<file path="config.mk">
export PLATFORM = sky130hd
export DESIGN_NAME = dbus_mmio_responder
export DESIGN_NICKNAME = d
export VERILOG_FILES = /design/src/rtl/dbus_mmio_pkg.sv /design/src/rtl/mmio_tx_fifo.sv /design/src/rtl/dbus_mmio_responder.sv
export SDC_FILE = /design/constraint.sdc
export NUM_CORES = 1
export LEC_CHECK = 0
export CAP_MARGIN = 20
export CORE_ASPECT_RATIO = 0.5
export CORE_MARGIN = 2
export CORE_UTILIZATION = 35
export DETAILED_ROUTE_END_ITERATION = 10
export GPL_TIMING_DRIVEN = 1
export PLACE_DENSITY = 0.56
export SLEW_MARGIN = 10
export SYNTH_ARGS = -nofsm -noshare
export SYNTH_HDL_FRONTEND = slang
export SYNTH_HIERARCHICAL = 1
export SYNTH_SLANG_ARGS = --single-unit
</file>
<file path="constraint.sdc">
create_clock -name clk -period 6.8 [get_ports clk]
set_input_delay 1.02 -clock clk [delete_from_list [all_inputs] [get_ports clk]]
set_output_delay 1.02 -clock clk [all_outputs]
set_load 0.01 [all_outputs]
</file>
<file path="src/rtl/dbus_mmio_pkg.sv">
// Shared constants for the data-bus MMIO responder: register word offsets
// and bit positions inside the STATUS and CTRL registers.
package dbus_mmio_pkg;

  localparam logic [5:0] OFF_TXDATA = 6'h00;
  localparam logic [5:0] OFF_STATUS = 6'h01;
  localparam logic [5:0] OFF_CYCLE  = 6'h02;
  localparam logic [5:0] OFF_CTRL   = 6'h03;

  localparam int ST_COUNT_LSB = 0;
  localparam int ST_EMPTY_BIT = 8;
  localparam int ST_FULL_BIT  = 9;
  localparam int ST_OVF_LSB   = 16;

  localparam int EN_BIT    = 0;
  localparam int FLUSH_BIT = 1;

  function automatic logic [7:0] sat_inc8(input logic [7:0] v);
    if (v == 8'hFF) begin
      sat_inc8 = v;
    end else begin
      sat_inc8 = v + 8'd1;
    end
  endfunction

endpackage

</file>
<file path="src/rtl/mmio_tx_fifo.sv">
// Synchronous FIFO with push/pop/flush; the head word is presented
// combinationally from the read pointer.
module mmio_tx_fifo #(
  parameter int DEPTH = 8,
  parameter int WIDTH = 32
) (
  input  logic                       clk,
  input  logic                       reset,
  input  logic                       push,
  input  logic                       pop,
  input  logic                       flush,
  input  logic [WIDTH-1:0]           din,
  output logic [$clog2(DEPTH):0]     count,
  output logic                       full,
  output logic                       empty,
  output logic [WIDTH-1:0]           head
);

  localparam int AW = $clog2(DEPTH);

  logic [WIDTH-1:0] mem [DEPTH];
  logic [AW-1:0]    rd_ptr;
  logic [AW-1:0]    wr_ptr;
  logic [AW:0]      cnt;
  logic             do_push;
  logic             do_pop;

  assign empty   = (cnt == '0);
  assign full    = (cnt == (AW+1)'(DEPTH));
  // A full FIFO still accepts a push when a word leaves in the same cycle.
  assign do_pop  = pop & ~empty & ~flush;
  assign do_push = push & ~flush & (~full | do_pop);
  assign count   = cnt;
  assign head    = mem[rd_ptr];

  always_ff @(posedge clk or posedge reset) begin
    if (reset) begin
      rd_ptr <= '0;
      wr_ptr <= '0;
      cnt    <= '0;
    end else if (flush) begin
      rd_ptr <= wr_ptr;
      cnt    <= '0;
    end else begin
      if (do_push) wr_ptr <= wr_ptr + 1'b1;
      if (do_pop)  rd_ptr <= rd_ptr + 1'b1;
      case ({do_push, do_pop})
        2'b10:   cnt <= cnt + 1'b1;
        2'b01:   cnt <= cnt - 1'b1;
        default: cnt <= cnt;
      endcase
    end
  end

  always_ff @(posedge clk) begin
    if (do_push) mem[wr_ptr] <= din;
  end

endmodule

</file>
<file path="src/rtl/dbus_mmio_responder.sv">
// MMIO target on the single-cycle core's data bus: TX FIFO port, status,
// free-running cycle counter and control register in a 256-byte window.
module dbus_mmio_responder
  import dbus_mmio_pkg::*;
#(
  parameter logic [31:0] BASE_ADDR  = 32'hFFFF_FF00,
  parameter int          FIFO_DEPTH = 8
) (
  input  logic        clk,
  input  logic        reset,
  input  logic        mem_write,
  input  logic [31:0] addr,
  input  logic [31:0] wdata,
  output logic [31:0] rdata,
  output logic        hit,
  output logic        out_valid,
  output logic [31:0] out_data,
  input  logic        out_ready
);

  localparam int AW = $clog2(FIFO_DEPTH);

  logic [5:0]  offset;
  logic        wr_en;
  logic        push;
  logic        pop;
  logic        flush;
  logic        overflow;
  logic        en;
  logic [7:0]  ovf_cnt;
  logic [31:0] cyc;
  logic [AW:0] count;
  logic [7:0]  count8;
  logic        full;
  logic        empty;
  logic        unused_addr;

  assign offset      = addr[7:2];
  assign unused_addr = ^addr[1:0];
  assign hit         = (addr[31:8] == BASE_ADDR[31:8]);
  assign wr_en       = mem_write & hit;
  assign push        = wr_en & (offset == OFF_TXDATA);
  assign flush       = wr_en & (offset == OFF_CTRL) & wdata[FLUSH_BIT];
  assign out_valid   = en & ~empty;
  assign pop         = out_valid & out_ready;
  assign overflow    = push & full & ~pop;
  assign count8      = 8'(count);

  mmio_tx_fifo #(
    .DEPTH (FIFO_DEPTH),
    .WIDTH (32)
  ) u_fifo (
    .clk   (clk),
    .reset (reset),
    .push  (push),
    .pop   (pop),
    .flush (flush),
    .din   (wdata),
    .count (count),
    .full  (full),
    .empty (empty),
    .head  (out_data)
  );

  always_ff @(posedge clk or posedge reset) begin
    if (reset) begin
      en      <= 1'b1;
      ovf_cnt <= 8'd0;
      cyc     <= 32'd0;
    end else begin
      cyc <= (wr_en && offset == OFF_CYCLE) ? 32'd0 : cyc + 32'd1;
      if (wr_en && offset == OFF_CTRL) en <= wdata[EN_BIT];
      if (wr_en && offset == OFF_STATUS) begin
        ovf_cnt <= 8'd0;
      end else if (overflow) begin
        ovf_cnt <= sat_inc8(ovf_cnt);
      end
    end
  end

  // Reads are combinational so the core sees data in the same cycle.
  always_comb begin
    rdata = 32'd0;
    if (hit) begin
      case (offset)
        OFF_STATUS: begin
          rdata[ST_COUNT_LSB +: 8] = count8;
          rdata[ST_EMPTY_BIT]      = empty;
          rdata[ST_FULL_BIT]       = full;
          rdata[ST_OVF_LSB +: 8]   = ovf_cnt;
        end
        OFF_CYCLE: rdata = cyc;
        OFF_CTRL:  rdata[EN_BIT] = en;
        default:   rdata = 32'd0;
      endcase
    end else begin
      rdata = 32'd0;
    end
  end

endmodule

</file>
### After elaboration in Yosys (flattened, before gate mapping)

Memories as Yosys holds them, arrays and structs flattened.
Cells that the tools add are included.

| cells by class | value |
|---|---|
| add/subtract/negate cells | 6 |
| equality and inequality tests | 9 |
| muxes and demuxes | 16 |
| bitwise logic cells | 17 |
| reduce and logical (&&, ||, !) cells | 10 |

Operators with widths:

| cell | number |
|---|---|
| 32-bit 2-to-1 mux | 2 |
| 32-bit by 1-bit adder with 32-bit output (second input constant) | 1 |
| 8-bit 2-to-1 mux | 4 |
| 24-bit equality test (second input constant) | 1 |
| 9-bit case mux with 2 select lines | 1 |
| 8-bit case mux with 2 select lines | 1 |
| 1-bit AND | 12 |
| 6-bit by 2-bit equality test with 1-bit output (second input constant) | 2 |
| 8-bit by 1-bit adder with 8-bit output (second input constant) | 1 |
| 8-bit equality test (second input constant) | 1 |
| 4-bit case mux with 2 select lines | 1 |
| 3-bit by 1-bit adder with 3-bit output (second input constant) | 2 |
| 6-bit by 1-bit equality test with 1-bit output (second input constant) | 1 |
| 6-bit logical NOT | 1 |
| 3-bit 2-to-1 mux | 2 |
| 6-bit 2-to-1 mux | 1 |
| 4-bit by 1-bit adder with 4-bit output (second input constant) | 1 |
| 4-bit equality test (second input constant) | 1 |
| 4-bit logical NOT | 1 |
| 4-bit 2-to-1 mux | 1 |
| 1-bit inverter | 4 |
| 2-bit AND reduction | 2 |
| 2-bit nonzero test | 2 |
| 4-bit by 1-bit subtractor with 4-bit output (second input constant) | 1 |
| 8 further kinds | 11 |

| storage, ports and cells | value |
|---|---|
| register bits | 51 |
| RAM bits | 256 |
| output and inout port bits | 66 |
| logic and storage cells | 65 |
| memories | 1 |

Memory list:

| name | depth | width | rd ports | clocked after Yosys merged registers in | write ports | line | RTL |
|---|---|---|---|---|---|---|---|
| u_fifo.mem | 8 | 32 | 1 | 0 | 1 | mmio_tx_fifo.sv:21 | `logic [WIDTH-1:0] mem [DEPTH];` |

### Longest topological paths before layout

Gate-level depths: netlist of the first run.

| logic depth | value |
|---|---|
| depth in word-level cells | 11 |
| mapped depth | 11 |
| mapped depth without buffers | 10 |

### Cells and area by module

Netlist of the first run, hierarchy kept.

Modules (own cells, without submodules):

| module | instances | cells each | area an instance (um2) |
|---|---|---|---|
| mmio_tx_fifo | 1 | 453 | 10442.5 |
| dbus_mmio_responder | 1 | 291 | 2546.2 |

### Worst setup path before layout of the first run

OpenSTA, ideal clock, no wires.

| timing | value |
|---|---|
| path kind | input port to flip-flop |
| from | input port addr[7] |
| to | memory u_fifo.mem[0][0], enable pin |
| arrival time | 5431 ps |
| required time | 6299 ps |
| slack | 867 ps |
| stages on the path | 6 |
| cells stage by stage | or4_4 or3_4 nor2_1 buf_2 nand2b_1 nor4_1 |

| on the way | value |
|---|---|
| elaborated cells between the ends (all ways) | 12 |

RTL lines:

| item | line | RTL |
|---|---|---|
| start: declaration | dbus_mmio_responder.sv:12 | `input logic [31:0] addr,` |
| 6-bit logical NOT | dbus_mmio_responder.sv:42 | `assign push = wr_en & (offset == OFF_TXDATA);` |
| 1-bit AND | dbus_mmio_responder.sv:42 |  |
| net push | dbus_mmio_responder.sv:25 | `logic push;` |
| 1-bit AND (2 in a row) | mmio_tx_fifo.sv:32 | `assign do_push = push & ~flush & (~full \| do_pop);` |
| 1-bit 2-to-1 mux | mmio_tx_fifo.sv:56 | `if (do_push) mem[wr_ptr] <= din;` |
| 1-bit 2-to-1 mux (implied by the code) | mmio_tx_fifo.sv:56 |  |
| end: declaration | mmio_tx_fifo.sv:21 |  |

The timed path passes the listed nets, and every way through them passes these cells.

### Worst setup path after layout of the first run

| timing | value |
|---|---|
| from | input port addr[27] |
| to | output port rdata[0] |

| on the way | value |
|---|---|
| word-level cells in the longest chain between the ends | 2 |

Ends and longest elaborated chain:

| item | line | RTL |
|---|---|---|
| 24-bit equality test | dbus_mmio_responder.sv:40 | `assign hit = (addr[31:8] == BASE_ADDR[31:8]);` |
| 32-bit 2-to-1 mux | dbus_mmio_responder.sv:84 | `if (hit) begin` |
| end: declaration | dbus_mmio_responder.sv:14 | `output logic [31:0] rdata,` |

Every way passes these cells.

==> impl_metrics.py, run 1 <==
metrics = {
    "clock_tree": {
        "cts.path.max_buffers": 3,
        "cts_resized": 0,
        "post-cts-setup-buffers": 0,
        "hold_buffers": 0,
        "cts.sinks": 307,
        "clock_latency_ps": 560,
        "h-tree-depth": 1,
        "clkSlewWorstSetupHoldPaths_ps": 60,
        "cts_buffers": 29,
        "cts_tree": "built",
        "clk_root_buffer_cell": "clkbuf_16",
    },
    "power": {
        "p_comb_share_pct": 1.8,
        "ir_worst_vdd_mv": 0.1939,
        "clock_power_share_pct": 41.7,
        "power_switching_uw": 711.5,
        "leakagePower_uw": 0.005160,
        "p_int_uw": 2901,
        "p_total_uw": 3612,
        "switching_share_pct": 19.70,
        "p_per_area_mw_per_mm2": 229.4,
        "power_frac_seq_pct": 56.4,
    },
    "status": {
        "status": "complete, no violations",
    },
    "drt": {
        "ant_nets": 0,
        "dr.pass1.iters": 5,
        "dr_total_vias": 7055,
        "drt-total-wl_um": 27490,
        "avgRoutedWirePerCell_um": 19.73,
        "drc": 0,
        "drt_iter0_markers": 306,
        "vias_per_cell": 5.065,
    },
    "global_route": {
        "grtUsageTotal_pct": 14.27,
        "antenna_found_initial": 1,
        "grt_pass1_wl_um": 42590,
        "grt-ovfl-total": 0,
        "grt_pass1_vias": 7391,
        "grt_max_degree": 50,
    },
    "synthesis": {
        "async_reset_ff_share_pct": 16.61,
        "yosys-top-cells-area": "edfxtp_1 (59%), dfrtp_1 (9.6%), mux4_2 (7.6%)",
        "synth_cell_types": 59,
        "synth_edf_count": 256,
        "yosysSeqAreaShare_pct": 69.02,
        "yosys.area.top_type": "edfxtp_1",
        "synthTopCellsByCount": "edfxtp_1 (256), nor2_1 (61), dfrtp_1 (50), mux4_2 (44), mux2_2 (34)",
        "synthCells": 744,
        "syn-cell-area_sq_mm": 0.01299,
        "syn_nets": 819,
        "ys.flop_type": "edfxtp_1",
        "synth_warnings": 6,
        "synth.most_common_cell": "edfxtp_1",
        "synth_top_area_share_pct": 59.19,
        "synth.avg_cell_area_sq_um": 17.46,
        "ys_ff_latch": 307,
    },
    "critical_path": {
        "path_class": "input port to output port",
        "cp.arrival_ps": 3900,
        "crit_path_end_kind": "output port",
        "required_ps": 5780,
        "cp_max_fo": 17,
        "start_kind": "input port",
    },
    "floorplanning": {
        "ioPinCount": 134,
        "core-area_sq_mm": 0.03623,
        "die_w_um": 276.4,
        "rows": 49,
        "die_height_um": 140.2,
        "start_util_pct": 35.85,
        "die-area_sq_mm": 0.03876,
    },
    "place": {
        "gp_congestion": 0.8058,
        "portBuffers": 131,
        "dpl-instance-area_sq_mm": 0.01486,
        "place_hpwl_um": 16470,
    },
    "cells_and_area": {
        "synthToLayoutAreaGrowth_pct": 21.25,
        "fin_nets": 962,
        "final_cell_area_sq_mm": 0.01575,
        "antenna_cells": 0,
        "drive_above_1_share_pct": 17.49,
        "fin_util_pct": 43.46,
    },
    "sta": {
        "timing.hold.ws_ps": 541.0,
        "hold_viol_final": 0,
        "min_period_ps": 4918,
        "setup_violations": 0,
        "tightestPinTransition_ps": 949.6,
        "finalMaxSlewViolations": 0,
        "rsz0062_at_grt": "false",
        "fin_crit_sh_pct": 72.33,
        "fmax_mhz": 203.3,
        "clock_skew_ps": 10.19,
        "fin_setup_tns_ps": 0,
        "relSlewSlack_pct": 36.69,
    },
    "hold_path": {
        "hp-class": "flip-flop to flip-flop",
    },
    "flow_run": {
        "drv_cap": 0,
    },
}
[power groups by stage]
| stage | combinational (uW) | sequential (uW) | clock, uW |
|---|---|---|---|
| 2_1_floorplan | 7.98 | 2080 | 0 |
| 3_3_place_gp | 64.6 | 2080 | 0 |
| 3_5_place_dp | 67.6 | 2080 | 0 |
| 4_1_cts | 67.7 | 2040 | 1560 |
| 5_1_grt | 73.5 | 2040 | 1630 |
| 6_report | 66.3 | 2040 | 1510 |
[path summary, 6_finish.rpt]
| check | depth (start not counted) | end | slack, ps | start |
|---|---|---|---|---|
| hold reg to reg | 1 | u_fifo/wr_ptr[2] | 540 | u_fifo/wr_ptr[2] |
| max in group asynchronous | 3 | en | 5230 | reset |
| setup reg to reg | 8 | u_fifo/mem[7][26] | 3550 | u_fifo/count[0] |
| hold / removal | 1 | u_fifo/wr_ptr[2] | 540 | u_fifo/wr_ptr[2] |
| setup / recovery | 6 | rdata[0] | 1880 | addr[27] |
| min in group asynchronous | 2 | ovf_cnt[4] | 790 | reset |
[kinds of logic after synthesis]
kind of cell,count (synthesis),share of synthesized area (%)
flip-flops,307,69.02
AND/OR/NAND/NOR,203,8.246
adder cells (fa/ha/maj),7,0.7321
buffers and inverters,44,1.907
AO/OA/AOI/OAI,48,2.919
XOR/XNOR,32,2.158
multiplexers,103,15.02
[worst max-delay path: stages]
cell and delay (ps):
clkdlybuf4s50_1 470, nand4_1 90, nor4_1 730, nand2_1 620
nor3_1 370, clkdlybuf4s50_1 590
[cell type report]
class | count | area (sq um)
fillers | 3184 | 20480
clock inverters | 14 | 106.4
well taps | 484 | 605.6
flip-flops and latches | 307 | 8971
inverters | 10 | 37.54
multi-input cells | 393 | 3829
repair buffers | 146 | 1436
clock buffers | 39 | 763.2
[metal layers]
| layer | up-vias | routed length [um] | part of all wire, % | track usage (%) |
|---|---|---|---|---|
| met5 | - | 13 | 0.047 | 0 |
| met4 | 2 | 430 | 1.6 | 2.847 |
| met3 | 29 | 1261 | 4.6 | 2.969 |
| met2 | 163 | 13350 | 49 | 24.09 |
| met1 | 3609 | 12430 | 45 | 19.27 |
| li1 | 3252 | - | - | - |
[flip-flops by register name, summed over array words and instances, names as in the netlist]
register       flops
u_fifo/mem       256
ovf_cnt            8
en                 1
u_fifo/rd_ptr      3
u_fifo/count       4
cyc               32
u_fifo/wr_ptr      3
[through the flow]
step | instances | setup WS (ps)
finish | 1393 | 1882
global route | 1393 | 1643
CTS | 1392 | 1781
detailed placement | 1339 | 1707
global placement | 1339 | 1762
floorplan | 744 | 867.3
[cell usage in the layout (no fill, tap or decap), drive strengths merged, types with 6 or more instances in the layout]
cell type,synthesis,routed
clkdlybuf4s50,0,131
dfrtp,50,50
mux2,35,35
o21ai,11,11
xor2,19,19
clkinv,0,12
mux4,64,64
ha,6,6
a22oi,12,12
edfxtp,256,256
nor2,61,61
and3,12,12
nand3,19,19
a21oi,6,6
nor2b,6,6
nand4,14,14
xnor2,13,13
and2,19,19
nor4,14,14
buf,17,15
or3,9,9
nand2,26,26
clkbuf,17,39
nor3,12,12
inv,10,11
(Power assumes the default switching activity.)
==> run 2: changes to the inputs <==
==> constraint.sdc (replaced) <==
create_clock -name clk -period 4.75 [get_ports clk]
set_input_delay 0.7125 -clock clk [delete_from_list [all_inputs] [get_ports clk]]
set_output_delay 0.7125 -clock clk [all_outputs]
set_load 0.01 [all_outputs]
==> run 2 against run 1 <==
Against the previous run:
- via count is 0.57% higher
- sequential power is 43% higher
- combinational power is 44% higher
- clock power rose by 51%
- die area unchanged
- clock-buffer cell count is 9 lower
- cell count hardly changed
- register-to-register slack lost 1800 ps
- wire length fell by 0.65%
- clock skew rose by 3.2 ps
- critical path depth is the same
- first-iteration DRC count grew 16%
==> impl_metrics.py, run 2 (synthesized netlist as in run 1, its figures left out) <==
metrics = {
    "sta": {
        "setup_violations": 0,
        "clock_skew_ps": 13.42,
        "tightestPinTransition_ps": 1106,
        "min_period_ps": 4106,
        "hold_viol_final": 0,
        "finalMaxSlewViolations": 0,
        "relSlewSlack_pct": 26.27,
        "fmax_mhz": 243.6,
        "fin_crit_sh_pct": 86.43,
        "fin_setup_tns_ps": 0,
        "rsz0062_at_grt": "false",
    },
    "global_route": {
        "antenna_found_initial": 1,
        "grtUsageTotal_pct": 14.29,
        "grt_pass1_vias": 7491,
        "grt-ovfl-total": 0,
        "grt_max_degree": 41,
        "grt_pass1_wl_um": 42810,
    },
    "cells_and_area": {
        "synthToLayoutAreaGrowth_pct": 22.11,
        "drive_above_1_share_pct": 17.97,
        "fin_util_pct": 43.77,
        "largest_reg_flops": 256,
        "reg.largest.list": "u_fifo/mem: 256 flops, cyc: 32 flops, ovf_cnt: 8 flops",
        "fin_nets": 961,
        "layout_commonest_cell": "edfxtp_1",
        "fillers": 3169,
        "layout_common_cells": "edfxtp_1 (256), clkdlybuf4s50_1 (131), nor2_1 (57)",
        "regMostFlops": "u_fifo/mem",
    },
    "floorplanning": {
        "rows": 49,
        "ioPinCount": 134,
        "die-area_sq_mm": 0.03876,
        "die_height_um": 140.2,
        "core-area_sq_mm": 0.03623,
        "start_util_pct": 35.85,
        "die_w_um": 276.4,
    },
    "critical_path": {
        "worst-path-buf-inv": 2,
        "cp_max_fo": 14,
        "required_ps": 4040,
        "path_class": "input port to output port",
        "cp.arrival_ps": 3390,
        "critPathTopFamily": "simple AND/OR/NAND/NOR gates",
        "path_cells": "clkdlybuf4s50_1, nor4_1, and3_1, nand2_1, a21oi_1, clkdlybuf4s50_1",
        "slowest_delay_ps": 650,
        "crit_path_frequent_cell": "clkdlybuf4s50_1",
        "crit_path_end_kind": "output port",
        "cp_slowest_cell": "nor4_1",
        "start_kind": "input port",
    },
    "drt": {
        "drc": 0,
        "vias_per_cell": 5.097,
        "drt-total-wl_um": 27310,
        "ant_nets": 0,
        "drt_iter0_markers": 354,
        "dr.pass1.iters": 4,
        "dr_total_vias": 7095,
        "avgRoutedWirePerCell_um": 19.62,
    },
    "status": {
        "status": "complete, no violations",
    },
    "clock_tree": {
        "h-tree-depth": 1,
        "clock_latency_ps": 570,
        "cts.sinks": 307,
        "clkSlewWorstSetupHoldPaths_ps": 70,
        "hold_buffers": 0,
        "cts_buffers": 28,
        "clk_root_buffer_cell": "clkbuf_16",
        "post-cts-setup-buffers": 0,
        "cts.path.max_buffers": 3,
        "cts_tree": "built",
        "cts_resized": 0,
    },
    "place": {
        "gp_congestion": 0.7922,
        "portBuffers": 131,
        "place_hpwl_um": 15930,
    },
    "power": {
        "ir_worst_vdd_mv": 0.2626,
        "leakagePower_uw": 0.005196,
        "p_total_uw": 5296,
        "p_per_area_mw_per_mm2": 333.9,
    },
    "hold_path": {
        "hp-class": "input port to asynchronous set/reset pin",
    },
    "flow_run": {
        "drv_cap": 0,
    },
}
-- run 2: changes by cell type in the layout (fill, tap and decap cells not counted), moves of 2 or more --
cell and delta:
buf_12 +4, buf_4 -4, bufinv_16 +3, clkbuf_1 -8
clkinv_1 +2, clkinvlp_2 +2
-- run 2: cell type report --
| type | count | area (sq um) | area share [%] |
|---|---|---|---|
| inverter | 10 | 37.54 | 0.2367 |
| tap | 484 | 605.6 | 3.818 |
| sequential | 307 | 8971 | 56.56 |
| clock buffer | 30 | 708.2 | 4.465 |
| multi-input combinational | 393 | 3829 | 24.14 |
| antenna | 1 | 2.502 | 0.01578 |
| timing repair buffer | 146 | 1486 | 9.372 |
| clock inverter | 21 | 220.2 | 1.388 |
-- run 2: layer usage --
metal	share of wire, %	vias to the layer above	track usage (%)
met5	0.048	-	0
met4	1.5	2	2.934
met3	4.0	30	2.919
met2	50	126	24.53
met1	45	3691	18.96
li1	-	3246	-
-- run 2: stage by stage --
step | setup slack (ps) | instance area, sq um | std cells | hold WS [ps]
floorplan | -875.2 | 12990 | 744 | 477.8
global placement | 599.9 | 14930 | 1340 | 516.7
detailed placement | 512.1 | 14930 | 1340 | 528.6
CTS | 729.5 | 15860 | 1391 | 509.6
global route | 473.8 | 15860 | 1391 | 531.3
finish | 644.5 | 15860 | 1392 | 513.6
-- run 2: worst register-to-register path: stages, from the launching register on --
cell      delay (ps)
dfrtp_1          490
or3_1            490
nor2_1           210
and3b_1          300
o21ai_2          140
nor3_1           130
ha_1             330
a211oi_1          70
nor2_1           250
mux2_2           370
a31oi_1          160
-- run 2: path summary, 6_finish.rpt --
kind	startpoint	end	slack, ps	cells past startpoint
worst max-delay path	addr[7]	rdata[1]	640	6
worst min-delay path	reset	u_fifo/count[1]	510	2
worst max register to register	u_fifo/count[0]	u_fifo/count[3]	1720	10
worst min register to register	u_fifo/wr_ptr[2]	u_fifo/wr_ptr[2]	530	1
max in group asynchronous	reset	ovf_cnt[1]	3340	3
min in group clk	u_fifo/wr_ptr[2]	u_fifo/wr_ptr[2]	530	1
-- run 2: power breakdown --
part / internal [uW] / switching [uW]
Clock: 1300 / 987
Sequential: 2920 / 0.00131
Combinational: 49.7 / 45.8
Total: 4260 / 1030
==> run 3: changes to the inputs <==
--- a/config.mk
+++ b/config.mk
@@ -5,7 +5,7 @@
 export SDC_FILE = /design/constraint.sdc
 export NUM_CORES = 1
 export LEC_CHECK = 0
-export CAP_MARGIN = 20
+export CAP_MARGIN = 40
 export CORE_ASPECT_RATIO = 0.5
 export CORE_MARGIN = 2
 export CORE_UTILIZATION = 35
==> run 3 against run 2 <==
Against the previous run:
- combinational power is 0.4% lower
- worst setup slack better by 52 ps
- critical path depth unchanged
- worst hold slack lost 23 ps
- non-clock buffer count up 1
- power up 2.1%
- cell count about the same
- wire length rose by 0.74%
==> impl_metrics.py, run 3 (synthesized netlist as in run 1, its figures left out) <==
metrics = {
    "cells_and_area": {
        "multi_input_area_sq_mm": 0.003829,
        "seq_area_sq_mm": 0.008971,
        "antenna_cells": 0,
        "fin_nets": 963,
        "synthToLayoutAreaGrowth_pct": 22.59,
        "drive_above_1_share_pct": 18.04,
        "instances_no_fill": 1393,
        "layout_common_cells": "edfxtp_1 (256), clkdlybuf4s50_1 (131), nor2_1 (57)",
        "largest_reg_flops": 256,
        "layout_commonest_cell": "edfxtp_1",
        "reg.largest.list": "u_fifo/mem: 256 flops, cyc: 32 flops, ovf_cnt: 8 flops",
        "regMostFlops": "u_fifo/mem",
        "final_cell_area_sq_mm": 0.01592,
        "fillers": 3150,
    },
    "drt": {
        "drc": 0,
        "avgRoutedWirePerCell_um": 19.75,
        "dr.pass1.iters": 4,
        "drt_iter0_markers": 377,
        "dr_total_vias": 7051,
        "vias_per_cell": 5.062,
        "drt-total-wl_um": 27510,
        "ant_nets": 0,
    },
    "place": {
        "dpl-instance-area_sq_mm": 0.01495,
        "gp_congestion": 0.7922,
        "place_hpwl_um": 16070,
        "place_ws_ps": 533.7,
        "post-place-cells": 1341,
        "portBuffers": 131,
    },
    "global_route": {
        "grt_pass1_vias": 7406,
        "grt_pass1_wl_um": 43080,
        "grt_max_degree": 41,
        "grt-ovfl-total": 0,
        "antenna_found_initial": 1,
        "grtUsageTotal_pct": 14.42,
    },
    "sta": {
        "finalMaxSlewViolations": 0,
        "rsz0062_at_grt": "false",
        "tightestPinTransition_ps": 821.6,
        "hold_viol_final": 0,
        "worst_slack_ps": 696.1,
        "fin_setup_tns_ps": 0,
        "setup_violations": 0,
        "min_period_ps": 4054,
        "clock_skew_ps": 13.34,
        "relSlewSlack_pct": 45.23,
        "fmax_mhz": 246.7,
        "fin_crit_sh_pct": 85.35,
    },
    "power": {
        "ir_worst_vdd_mv": 0.2594,
        "p_per_area_mw_per_mm2": 339.7,
        "leakagePower_uw": 0.005226,
    },
    "flow_run": {
        "drv_cap": 0,
    },
    "critical_path": {
        "crit_path_frequent_cell": "clkdlybuf4s50_1",
        "slowest_delay_ps": 620,
        "critPathTopFamily": "simple AND/OR/NAND/NOR gates",
        "path_class": "input port to output port",
        "required_ps": 4040,
        "path_cells": "clkdlybuf4s50_1, nor4_1, and3_1, nand2_1, a21oi_1, clkdlybuf4s50_1",
        "cp.arrival_ps": 3340,
        "start_kind": "input port",
        "cp_slowest_cell": "nor4_1",
        "crit_path_end_kind": "output port",
        "worst-path-buf-inv": 2,
        "cp_max_fo": 14,
    },
    "clock_tree": {
        "clock_latency_ps": 580,
        "cts.path.max_buffers": 3,
        "cts_tree": "built",
        "hold_buffers": 0,
        "clk_root_buffer_cell": "clkbuf_16",
        "cts.sinks": 307,
        "cts_resized": 0,
        "clkSlewWorstSetupHoldPaths_ps": 70,
        "h-tree-depth": 1,
        "cts_buffers": 29,
        "post-cts-setup-buffers": 0,
    },
    "hold_path": {
        "hp-class": "input port to asynchronous set/reset pin",
    },
    "floorplanning": {
        "core-area_sq_mm": 0.03623,
        "die-area_sq_mm": 0.03876,
        "ioPinCount": 134,
        "rows": 49,
        "start_util_pct": 35.85,
        "die_height_um": 140.2,
        "die_w_um": 276.4,
    },
    "status": {
        "status": "complete, no violations",
    },
}
==> run 3: routing by layer <==
layer  track usage [%]  up-vias  wire, um
met5                 0        -        13
met4             2.761        2       388
met3             3.353       35      1422
met2             24.59      149     13580
met1             19.06     3619     12100
li1                  -     3246         -
==> run 3: path summary, 6_finish.rpt <==
kind                             startpoint          endpoint  slack [ps]  cells after the start
max                                 addr[7]          rdata[1]         700                      6
min                                   reset   u_fifo/count[3]         490                      2
max reg2reg                 u_fifo/count[0]   u_fifo/count[3]        1720                     10
min reg2reg                u_fifo/wr_ptr[2]  u_fifo/wr_ptr[2]         530                      1
max in group asynchronous             reset           cyc[17]        3370                      3
min in group clk           u_fifo/wr_ptr[2]  u_fifo/wr_ptr[2]         530                      1
==> run 3: power by group <==
| part | internal, uW | total, uW | switching, uW | leakage [uW] |
|---|---|---|---|---|
| Clock | 1390 | 2400 | 1000 | 0.000473 |
| Combinational | 49.7 | 95.0 | 45.3 | 0.00177 |
| Sequential | 2920 | 2920 | 0.00132 | 0.00298 |
| Total | 4360 | 5410 | 1050 | 0.00523 |
==> run 3: final cells by class <==
cell class / instances / area share, %
well taps: 484 / 3.803
clock inverters: 19 / 1.462
repair buffers: 147 / 9.461
multi-input cells: 393 / 24.05
flip-flops and latches: 307 / 56.34
inverters: 10 / 0.2357
clock buffers: 33 / 4.652
==> run 3: stage by stage <==
stage	power, uW	util (%)	hold WS, ps
after global routing	5599	43.94	503.1
after CTS	5475	43.94	487.2
after detailed placement	3071	41.26	523.0
after global placement	3067	41.20	516.7
after floorplan	2987	-	477.8
final	5409	43.94	490.1
